### config.mk
export PLATFORM = sky130hd
export DESIGN_NAME = axi4l_uart_regs_flat
export DESIGN_NICKNAME = d
export VERILOG_FILES = /design/src/rtl/axi4l_uart_regs_if.sv /design/src/rtl/axi4l_uart_regs.sv /design/src/flat_wrapper.sv
export SDC_FILE = /design/constraint.sdc
export NUM_CORES = 1
export LEC_CHECK = 0
export ABC_AREA = 1
export ABC_CLOCK_PERIOD_IN_PS = 3200
export CORE_MARGIN = 2
export CORE_UTILIZATION = 35
export CTS_CLUSTER_DIAMETER = 30
export DETAILED_ROUTE_END_ITERATION = 10
export HOLD_SLACK_MARGIN = 0.08
export PLACE_DENSITY = 0.71
export SLEW_MARGIN = 20
export SYNTH_ARGS = -nofsm -noshare
export SYNTH_HDL_FRONTEND = slang
export SYNTH_SLANG_ARGS = --single-unit
### constraint.sdc
create_clock -name clk -period 3.2 [get_ports clk]
set_input_delay 0.64 -clock clk [delete_from_list [all_inputs] [get_ports clk]]
set_output_delay 0.64 -clock clk [all_outputs]
set_load 0.01 [all_outputs]
### src/rtl/axi4l_uart_regs_if.sv
// AXI4-Lite bus bundle between an initiator (master) and the UART register block (slave).
interface axi4l_uart_regs_if #(
    parameter int AW = 32,
    parameter int DW = 32
);
    logic [AW-1:0]   awaddr;
    logic            awvalid;
    logic            awready;
    logic [DW-1:0]   wdata;
    logic [DW/8-1:0] wstrb;
    logic            wvalid;
    logic            wready;
    logic [1:0]      bresp;
    logic            bvalid;
    logic            bready;
    logic [AW-1:0]   araddr;
    logic            arvalid;
    logic            arready;
    logic [DW-1:0]   rdata;
    logic [1:0]      rresp;
    logic            rvalid;
    logic            rready;

    modport slave (
        input  awaddr, awvalid, wdata, wstrb, wvalid, bready, araddr, arvalid, rready,
        output awready, wready, bresp, bvalid, arready, rdata, rresp, rvalid
    );

    modport master (
        output awaddr, awvalid, wdata, wstrb, wvalid, bready, araddr, arvalid, rready,
        input  awready, wready, bresp, bvalid, arready, rdata, rresp, rvalid
    );
endinterface

### src/rtl/axi4l_uart_regs.sv
// AXI4-Lite responder exposing TX_DATA/RX_DATA/STATUS/CTRL of a UART core in a 16-byte window.
// Write and read channels run independent two-state FSMs with one outstanding transaction each.
module axi4l_uart_regs #(
    parameter int                        AXI_ADDR_WIDTH = 32,
    parameter int                        AXI_DATA_WIDTH = 32,
    parameter logic [AXI_ADDR_WIDTH-1:0] BASE_ADDR      = 32'h8000_0000
) (
    input  logic                      clk,
    input  logic                      rst,
    axi4l_uart_regs_if.slave          s,
    output logic [7:0]                tx_data,
    output logic                      tx_valid,
    input  logic                      tx_ready,
    input  logic [7:0]                rx_data,
    input  logic                      rx_valid,
    output logic                      rx_ready,
    output logic [AXI_DATA_WIDTH-1:0] ctrl
);
    localparam int AW = AXI_ADDR_WIDTH;
    localparam int DW = AXI_DATA_WIDTH;
    localparam int NB = DW / 8;

    localparam logic [1:0] RESP_OKAY   = 2'b00;
    localparam logic [1:0] RESP_SLVERR = 2'b10;
    localparam logic [1:0] REG_TX      = 2'd0;
    localparam logic [1:0] REG_RX      = 2'd1;
    localparam logic [1:0] REG_STATUS  = 2'd2;
    localparam logic [1:0] REG_CTRL    = 2'd3;

    // {hit, register index}; the subtraction wraps so addresses below the base miss too
    function automatic logic [2:0] decode(input logic [AW-1:0] addr);
        logic [AW-1:0] off;
        off = addr - BASE_ADDR;
        return {off < AW'(16), off[3:2]};
    endfunction

    typedef enum logic {W_IDLE, W_RESP} wr_state_t;
    typedef enum logic {R_IDLE, R_DATA} rd_state_t;

    wr_state_t             wr_state_q;
    logic                  awready_q, wready_q, aw_have_q, w_have_q, bvalid_q;
    logic [1:0]            bresp_q;
    logic [AW-1:0]         awaddr_q;
    logic [DW-1:0]         wdata_q;
    logic [NB-1:0]         wstrb_q;
    logic                  tx_valid_q;
    logic [7:0]            tx_data_q;
    logic [NB-1:0][7:0]    ctrl_q;

    rd_state_t             rd_state_q;
    logic                  arready_q, rvalid_q;
    logic [1:0]            rresp_q;
    logic [DW-1:0]         rdata_q;

    logic                  aw_hs, w_hs, wr_commit, tx_free, tx_push, ctrl_we, wr_err;
    logic [AW-1:0]         wr_addr;
    logic [DW-1:0]         wr_data;
    logic [NB-1:0]         wr_strb;
    logic [2:0]            wr_dec;

    logic                  ar_hs;
    logic [2:0]            rd_dec;
    logic [DW-1:0]         rd_mux;
    logic [1:0]            rd_resp_mux;

    // Address and data may arrive in either order; the latched copy wins once held
    assign aw_hs     = s.awvalid & awready_q;
    assign w_hs      = s.wvalid & wready_q;
    assign wr_addr   = aw_have_q ? awaddr_q : s.awaddr;
    assign wr_data   = w_have_q ? wdata_q : s.wdata;
    assign wr_strb   = w_have_q ? wstrb_q : s.wstrb;
    assign wr_commit = (wr_state_q == W_IDLE) & (aw_have_q | aw_hs) & (w_have_q | w_hs);
    assign wr_dec    = decode(wr_addr);

    // The holding register counts as free if it is draining in this very cycle
    assign tx_free = ~tx_valid_q | tx_ready;
    assign tx_push = wr_commit & wr_dec[2] & (wr_dec[1:0] == REG_TX) & wr_strb[0] & tx_free;
    assign ctrl_we = wr_commit & wr_dec[2] & (wr_dec[1:0] == REG_CTRL);
    assign wr_err  = ~wr_dec[2]
                   | (wr_dec[1:0] == REG_RX)
                   | (wr_dec[1:0] == REG_STATUS)
                   | ((wr_dec[1:0] == REG_TX) & wr_strb[0] & ~tx_free);

    always_ff @(posedge clk) begin
        if (rst) begin
            wr_state_q <= W_IDLE;
            awready_q  <= 1'b0;
            wready_q   <= 1'b0;
            aw_have_q  <= 1'b0;
            w_have_q   <= 1'b0;
            bvalid_q   <= 1'b0;
            bresp_q    <= RESP_OKAY;
            awaddr_q   <= '0;
            wdata_q    <= '0;
            wstrb_q    <= '0;
            tx_valid_q <= 1'b0;
            tx_data_q  <= 8'h00;
        end else begin
            if (tx_push) begin
                tx_valid_q <= 1'b1;
                tx_data_q  <= wr_data[7:0];
            end else if (tx_valid_q && tx_ready) begin
                tx_valid_q <= 1'b0;
            end

            case (wr_state_q)
                W_IDLE: begin
                    if (wr_commit) begin
                        wr_state_q <= W_RESP;
                        bvalid_q   <= 1'b1;
                        bresp_q    <= wr_err ? RESP_SLVERR : RESP_OKAY;
                        awready_q  <= 1'b0;
                        wready_q   <= 1'b0;
                        aw_have_q  <= 1'b0;
                        w_have_q   <= 1'b0;
                    end else begin
                        if (aw_hs) begin
                            awaddr_q  <= s.awaddr;
                            aw_have_q <= 1'b1;
                            awready_q <= 1'b0;
                        end else begin
                            awready_q <= ~aw_have_q;
                        end
                        if (w_hs) begin
                            wdata_q  <= s.wdata;
                            wstrb_q  <= s.wstrb;
                            w_have_q <= 1'b1;
                            wready_q <= 1'b0;
                        end else begin
                            wready_q <= ~w_have_q;
                        end
                    end
                end
                W_RESP: begin
                    if (s.bready) begin
                        wr_state_q <= W_IDLE;
                        bvalid_q   <= 1'b0;
                        awready_q  <= 1'b1;
                        wready_q   <= 1'b1;
                    end
                end
            endcase
        end
    end

    for (genvar gi = 0; gi < NB; gi++) begin : g_ctrl
        always_ff @(posedge clk) begin
            if (rst) begin
                ctrl_q[gi] <= 8'h00;
            end else if (ctrl_we && wr_strb[gi]) begin
                ctrl_q[gi] <= wr_data[gi*8 +: 8];
            end
        end
    end

    assign ar_hs  = s.arvalid & arready_q;
    assign rd_dec = decode(s.araddr);

    // Reads sample current register state, so a same-cycle write is not yet visible
    always_comb begin
        rd_mux      = '0;
        rd_resp_mux = RESP_OKAY;
        if (!rd_dec[2]) begin
            rd_resp_mux = RESP_SLVERR;
        end else begin
            case (rd_dec[1:0])
                REG_TX:     rd_resp_mux = RESP_SLVERR;
                REG_RX:     rd_mux[7:0] = rx_valid ? rx_data : 8'h00;
                REG_STATUS: rd_mux[1:0] = {rx_valid, tx_valid_q};
                default:    rd_mux      = ctrl_q;
            endcase
        end
    end

    assign rx_ready = ar_hs & rd_dec[2] & (rd_dec[1:0] == REG_RX) & rx_valid & ~rst;

    always_ff @(posedge clk) begin
        if (rst) begin
            rd_state_q <= R_IDLE;
            arready_q  <= 1'b0;
            rvalid_q   <= 1'b0;
            rresp_q    <= RESP_OKAY;
            rdata_q    <= '0;
        end else begin
            case (rd_state_q)
                R_IDLE: begin
                    if (ar_hs) begin
                        rd_state_q <= R_DATA;
                        arready_q  <= 1'b0;
                        rvalid_q   <= 1'b1;
                        rdata_q    <= rd_mux;
                        rresp_q    <= rd_resp_mux;
                    end else begin
                        arready_q <= 1'b1;
                    end
                end
                R_DATA: begin
                    if (s.rready) begin
                        rd_state_q <= R_IDLE;
                        rvalid_q   <= 1'b0;
                        arready_q  <= 1'b1;
                    end
                end
            endcase
        end
    end

    assign s.awready = awready_q;
    assign s.wready  = wready_q;
    assign s.bvalid  = bvalid_q;
    assign s.bresp   = bresp_q;
    assign s.arready = arready_q;
    assign s.rvalid  = rvalid_q;
    assign s.rresp   = rresp_q;
    assign s.rdata   = rdata_q;
    assign tx_valid  = tx_valid_q;
    assign tx_data   = tx_data_q;
    assign ctrl      = ctrl_q;
endmodule
### src/flat_wrapper.sv
// flat-port wrapper written by rule: the top's interface ports become plain ports
module axi4l_uart_regs_flat 
#(
    parameter int                        AXI_ADDR_WIDTH = 32,
    parameter int                        AXI_DATA_WIDTH = 32,
    parameter logic [AXI_ADDR_WIDTH-1:0] BASE_ADDR      = 32'h8000_0000
)
  (clk, rst, tx_data, tx_valid, tx_ready, rx_data, rx_valid, rx_ready, ctrl, s_awaddr, s_awvalid, s_wdata, s_wstrb, s_wvalid, s_bready, s_araddr, s_arvalid, s_rready, s_awready, s_wready, s_bresp, s_bvalid, s_arready, s_rdata, s_rresp, s_rvalid);
  axi4l_uart_regs_if s_i ();
  input  logic clk;
  input  logic rst;
  output logic [7:0] tx_data;
  output logic tx_valid;
  input  logic tx_ready;
  input  logic [7:0] rx_data;
  input  logic rx_valid;
  output logic rx_ready;
  output logic [AXI_DATA_WIDTH-1:0] ctrl;
  input wire logic [$bits(s_i.awaddr)-1:0] s_awaddr;
  input wire logic [$bits(s_i.awvalid)-1:0] s_awvalid;
  input wire logic [$bits(s_i.wdata)-1:0] s_wdata;
  input wire logic [$bits(s_i.wstrb)-1:0] s_wstrb;
  input wire logic [$bits(s_i.wvalid)-1:0] s_wvalid;
  input wire logic [$bits(s_i.bready)-1:0] s_bready;
  input wire logic [$bits(s_i.araddr)-1:0] s_araddr;
  input wire logic [$bits(s_i.arvalid)-1:0] s_arvalid;
  input wire logic [$bits(s_i.rready)-1:0] s_rready;
  output wire logic [$bits(s_i.awready)-1:0] s_awready;
  output wire logic [$bits(s_i.wready)-1:0] s_wready;
  output wire logic [$bits(s_i.bresp)-1:0] s_bresp;
  output wire logic [$bits(s_i.bvalid)-1:0] s_bvalid;
  output wire logic [$bits(s_i.arready)-1:0] s_arready;
  output wire logic [$bits(s_i.rdata)-1:0] s_rdata;
  output wire logic [$bits(s_i.rresp)-1:0] s_rresp;
  output wire logic [$bits(s_i.rvalid)-1:0] s_rvalid;
  assign s_i.awaddr = s_awaddr;
  assign s_i.awvalid = s_awvalid;
  assign s_i.wdata = s_wdata;
  assign s_i.wstrb = s_wstrb;
  assign s_i.wvalid = s_wvalid;
  assign s_i.bready = s_bready;
  assign s_i.araddr = s_araddr;
  assign s_i.arvalid = s_arvalid;
  assign s_i.rready = s_rready;
  assign s_awready = s_i.awready;
  assign s_wready = s_i.wready;
  assign s_bresp = s_i.bresp;
  assign s_bvalid = s_i.bvalid;
  assign s_arready = s_i.arready;
  assign s_rdata = s_i.rdata;
  assign s_rresp = s_i.rresp;
  assign s_rvalid = s_i.rvalid;
  axi4l_uart_regs #(.AXI_ADDR_WIDTH(AXI_ADDR_WIDTH), .AXI_DATA_WIDTH(AXI_DATA_WIDTH), .BASE_ADDR(BASE_ADDR)) u_core (.clk(clk), .rst(rst), .s(s_i), .tx_data(tx_data), .tx_valid(tx_valid), .tx_ready(tx_ready), .rx_data(rx_data), .rx_valid(rx_valid), .rx_ready(rx_ready), .ctrl(ctrl));
endmodule
After elaboration in Yosys (flattened, before gate mapping)
Cells that the tools add are included.
{"block": "op_classes", "n_eq_ne": 9, "add_sub_neg": 2, "bitwise": 31, "muxes": 39, "magnitude_cmp": 2, "reduce_logical": 20}
{"op": "32-bit 2-to-1 mux", "count": 3}
{"op": "32-bit by 5-bit less-than comparator with 1-bit output (second input constant)", "count": 2}
{"op": "32-bit subtractor (second input constant)", "count": 2}
{"op": "24-bit 2-to-1 mux", "count": 1}
{"op": "1-bit 2-to-1 mux", "count": 21}
{"op": "1-bit AND", "count": 16}
{"op": "1-bit case mux with 2 select lines", "count": 7}
{"op": "6-bit case mux with 2 select lines", "count": 1}
{"op": "2-bit AND reduction", "count": 6}
{"op": "1-bit NOT", "count": 9}
{"op": "8-bit 2-to-1 mux", "count": 1}
{"op": "2-bit equality test (second input constant)", "count": 3}
{"op": "2-bit 2-to-1 mux", "count": 3}
{"op": "1-bit bitwise OR", "count": 6}
{"op": "2-bit case mux with 3 select lines", "count": 1}
{"op": "3-bit AND reduction", "count": 2}
{"op": "2-bit nonzero test", "count": 3}
{"op": "1-bit logical AND", "count": 5}
{"op": "2-bit by 1-bit equality test with 1-bit output (second input constant)", "count": 2}
{"op": "2-bit logical NOT", "count": 2}
{"op": "4-bit 2-to-1 mux", "count": 1}
{"op": "2-bit by 1-bit != test with 1-bit output (second input constant)", "count": 2}
{"op": "2-bit != test (second input constant)", "count": 2}
{"op": "3-bit OR reduction", "count": 1}
{"op": "2-bit OR reduction", "count": 1}
{"block": "word_totals", "ff_bits": 154, "input_bits": 117, "output_inout_bits": 83}

Longest topological paths before layout
{"block": "depth", "depth_word": 9, "ltp_mapped": 13, "depth_no_buf": 11}

Worst setup path after synthesis
Ideal clock, no wire load.
{"block": "synth_path", "path_type": "input -> output", "from": "in rx_valid", "to": "out rx_ready", "path_buffers": 1, "required_ns": 2.560, "cell_stages": 3, "arrival_time_ns": 1.456, "slack_ns": 1.104, "path_cell_list": "clkbuf_1 nand4_1 nor4_1"}
{"block": "synth_via", "elab_chain_len": 2}
{"element": "start, declared", "line": "flat_wrapper.sv:16", "source": "input logic rx_valid;"}
{"element": "1-bit AND (2 in series)", "line": "axi4l_uart_regs.sv:175", "source": "assign rx_ready = ar_hs & rd_dec[2] & (rd_dec[1:0] == REG_RX) & rx_valid & ~rst;"}
{"element": "end, declared", "line": "flat_wrapper.sv:17", "source": "output logic rx_ready;"}
Every way passes these cells.

Worst setup path in the final report
{"block": "layout_path", "from": "in s_araddr[6]", "to": "out rx_ready"}
{"block": "layout_via", "elab_chain_len": 6}
{"element": "start, declared", "line": "flat_wrapper.sv:25", "source": "input wire logic [$bits(s_i.araddr)-1:0] s_araddr;"}
{"element": "32-bit subtractor", "line": "axi4l_uart_regs.sv:33", "source": "off = addr - BASE_ADDR;"}
{"element": "32-bit by 5-bit less-than comparator with 1-bit output", "line": "axi4l_uart_regs.sv:34", "source": "return {off < AW'(16), off[3:2]};"}
{"element": "1-bit AND (4 in series)", "line": "axi4l_uart_regs.sv:175"}
Every way passes these cells.

==> impl_metrics.csv <==
group,metric,value,unit
setup_path,crit_required,2.56,ns
power_and_ir_drop,irDropWorstVdd,338,uV
clocking,hold_buffers,0,
route,dr_total_vias,6594,
setup_path,reg2reg_slack,1.07,ns
place,numPortBuffers,193,
run,maxCapViolations,0,
timing,setup_tns,0,ns
run_status,status,"finished, final reports clean",
yosys,syn-instance-count,984,
yosys,synth_area_per_cell,6.75,um^2
clocking,cts_resized,0,
clocking,cts_buffer_depth,2,
route,dr.pass1.iters,5,
global_routing,grt_antenna_before_repair,0,
clocking,cts.sink_count,150,
place,place_hpwl,13300,um
timing,skew,0.00683,ns
route,avgViaCountPerCell,4.69,
setup_path,critPathKind,"input port to output pin",
timing,slew_headroom,32.1,%
floorplanning,initial_core_util,35.6,%
finish,final_core_utilization,50.2,%
route,wl_per_cell,13.8,um
timing,tightestPinTransition,1.02,ns
timing,min_period_over_period,94.1,%
setup_path,arrival,2.37,ns
route,drc,0,
yosys,ys_seq_elements,150,
clocking,cts.reportedPaths.clkPinSlew,0.06,ns
setup_path,critPathTopFamily,"buffers and inverters",
global_routing,grt_overflow,0,
yosys,yosys_warnings,0,
route,ant_nets,0,
yosys,ys_types,32,
timing,rsz0062_at_grt,"no",
clocking,cts_root_buffer,"clkbuf_16",
setup_path,crit_buf_inv,2,
clocking,numCtsBuffers,17,
floorplanning,coreArea,18600,um^2
finish,n_antenna_cell,0,
global_routing,first_global_vias,6213,
finish,area_growth,40.9,%
clocking,cts_tree,"done",
power_and_ir_drop,power.density,497,nW/um^2
route,totalWireLength,19400,um
floorplanning,dieArea,20100,um^2
setup_path,crit_chain,"clkdlybuf4s50_1 > nor4_1 > nand2_1 > nor4_1 > clkdlybuf4s50_1",
clocking,h-tree-depth,4,
floorplanning,die_w,142,um
setup_path,crit_slowest_cell,"clkdlybuf4s50_1",
setup_path,slowest_delay,0.58,ns
timing,layout_min_cycle_time,3.01,ns
clocking,clk_latency,0.42,ns
clocking,cts_setup_buffers,0,
min_path,hp-class,"register to register",
timing,finalMaxSlewViolations,0,
floorplanning,fp.dieH,142,um
timing,setup_viol,0,
floorplanning,boundaryPins,200,
floorplanning,row_count,50,
power_and_ir_drop,finalPower,0.00465,W
place,routabilityCongestion,0.837,
global_routing,grt_pass1_wl,30400,um
min_path,hp-start,"u_core.wdata_q[7]",
setup_path,cp-start-kind,"input port",
global_routing,track_usage,19.1,%
finish,nets,1275,
setup_path,startpoint,"s_araddr[6]",
setup_path,end_kind,"output pin",
timing,fmax,0.332,GHz
route,drtIter0Drc,444,
global_routing,grt_max_degree,110,
power_and_ir_drop,power.leakage,3.93,nW
finish,drive_gt1_share,5.89,%
yosys,yosysSeqAreaShare,45.2,%
setup_path,path_max_fanout,2,
setup_path,r2r_start,"u_core.aw_have_q",
yosys,syn_area,6650,um^2
timing,final-hold-violation-count,0,
kinds of logic (layout without fill, tap and decap cells):
kind of cell,count (synthesis),in the layout,synth area share (%)
simple gates,549,549,34.3
other cells,1,2,0.0564
mux,7,7,1.05
compound gates,137,137,10.8
flops,150,150,45.2
buf+inv,140,326,8.66
worst register-to-register path: stages (launching register included):
cell	delay, ns
dfxtp_1	0.50
inv_2	0.13
nor2_1	0.10
nand2_1	0.05
nor2_1	0.13
nand3_1	0.10
nand2_2	0.27
inv_2	0.08
nor2_4	0.33
nand4_1	0.19
nand2_1	0.10
nor2_1	0.05
report_power, final:
part	internal (W)	leakage [nW]	switching (W)
combinational	0.000247	2.40	0.000304
clock	0.00132	0.310	0.000783
sequential	0.00195	1.22	0.0000432
total	0.00352	3.93	0.00113
flip-flops by register name, summed over array words and instances (netlist names), 4 cells and up:
signal,cells
u_core.wdata_q,32
u_core.s.rdata,32
u_core.ctrl,32
u_core.awaddr_q,30
u_core.wstrb_q,4
u_core.tx_data,8
per-layer routing:
layer	global-route usage, %	wire length (um)
met5	0	0
met2	31.9	8960
met4	7.68	476
met3	4.35	1270
met1	24.0	8720
final cells by class:
cell class / instances / area [um^2]
fillers: 1856 / 9280
multi-input cells: 695 / 3080
flip-flops and latches: 150 / 3000
repair buffers: 207 / 2030
clock buffers: 19 / 443
inverters: 87 / 327
well taps: 234 / 293
clock inverters: 13 / 180
per-stage QoR:
| step | hold slack [ns] | instance area (um^2) | cells | worst slack (ns) |
|---|---|---|---|---|
| after floorplan | 0.429 | 6650 | 985 | 1.10 |
| after global placement | 0.440 | 8740 | 1373 | 0.191 |
| after detailed placement | 0.451 | 8740 | 1373 | 0.159 |
| after CTS | 0.460 | 9360 | 1405 | 0.169 |
| after global routing | 0.478 | 9360 | 1405 | 0.108 |
| final | 0.457 | 9360 | 1405 | 0.190 |
cell usage after synthesis:
cell	count	area, um^2
buf_6	3	33.8
o21a_1	1	7.51
nor3_2	1	10.0
nand3_1	43	215
nand3b_1	1	7.51
nand4_2	2	25.0
mux2i_1	7	70.1
o21ai_0	74	370
nor4_1	2	12.5
o21ai_1	2	10.0
or2_1	2	12.5
buf_2	7	35.0
conb_1	1	3.75
nand2_1	237	890
o22ai_1	6	37.5
nand2_2	4	25.0
inv_1	81	304
nor2_4	1	11.3
inv_2	5	18.8
nor3_1	5	25.0
nand4_4	3	63.8
nor2_1	228	856
dfxtp_1	150	3000
clkinv_1	1	3.75
a21oi_1	51	255
nor2_2	3	18.8
clkbuf_1	33	124
buf_4	5	37.5
a21oi_4	1	16.3
o221ai_1	2	17.5
buf_1	5	18.8
nand4_1	17	106
worst paths after layout:
path                                     endpoint  cells past startpoint
worst max-delay path                     rx_ready                      5
worst min-delay path            u_core.wdata_q[7]                      2
worst max register to register  u_core.tx_data[3]                     11
worst min register to register  u_core.wdata_q[7]                      2
layout by cell type (no fill, tap or decap), drive strengths merged, types with 6 or more instances in the layout:
master / n
a21oi: 52
buf: 15
clkbuf: 19
clkdlybuf4s50: 192
clkinv: 10
dfxtp: 150
inv: 86
mux2i: 7
nand2: 241
nand3: 43
nand4: 22
nor2: 232
nor3: 6
o21ai: 76
o22ai: 6
(Power assumes the default switching activity.)
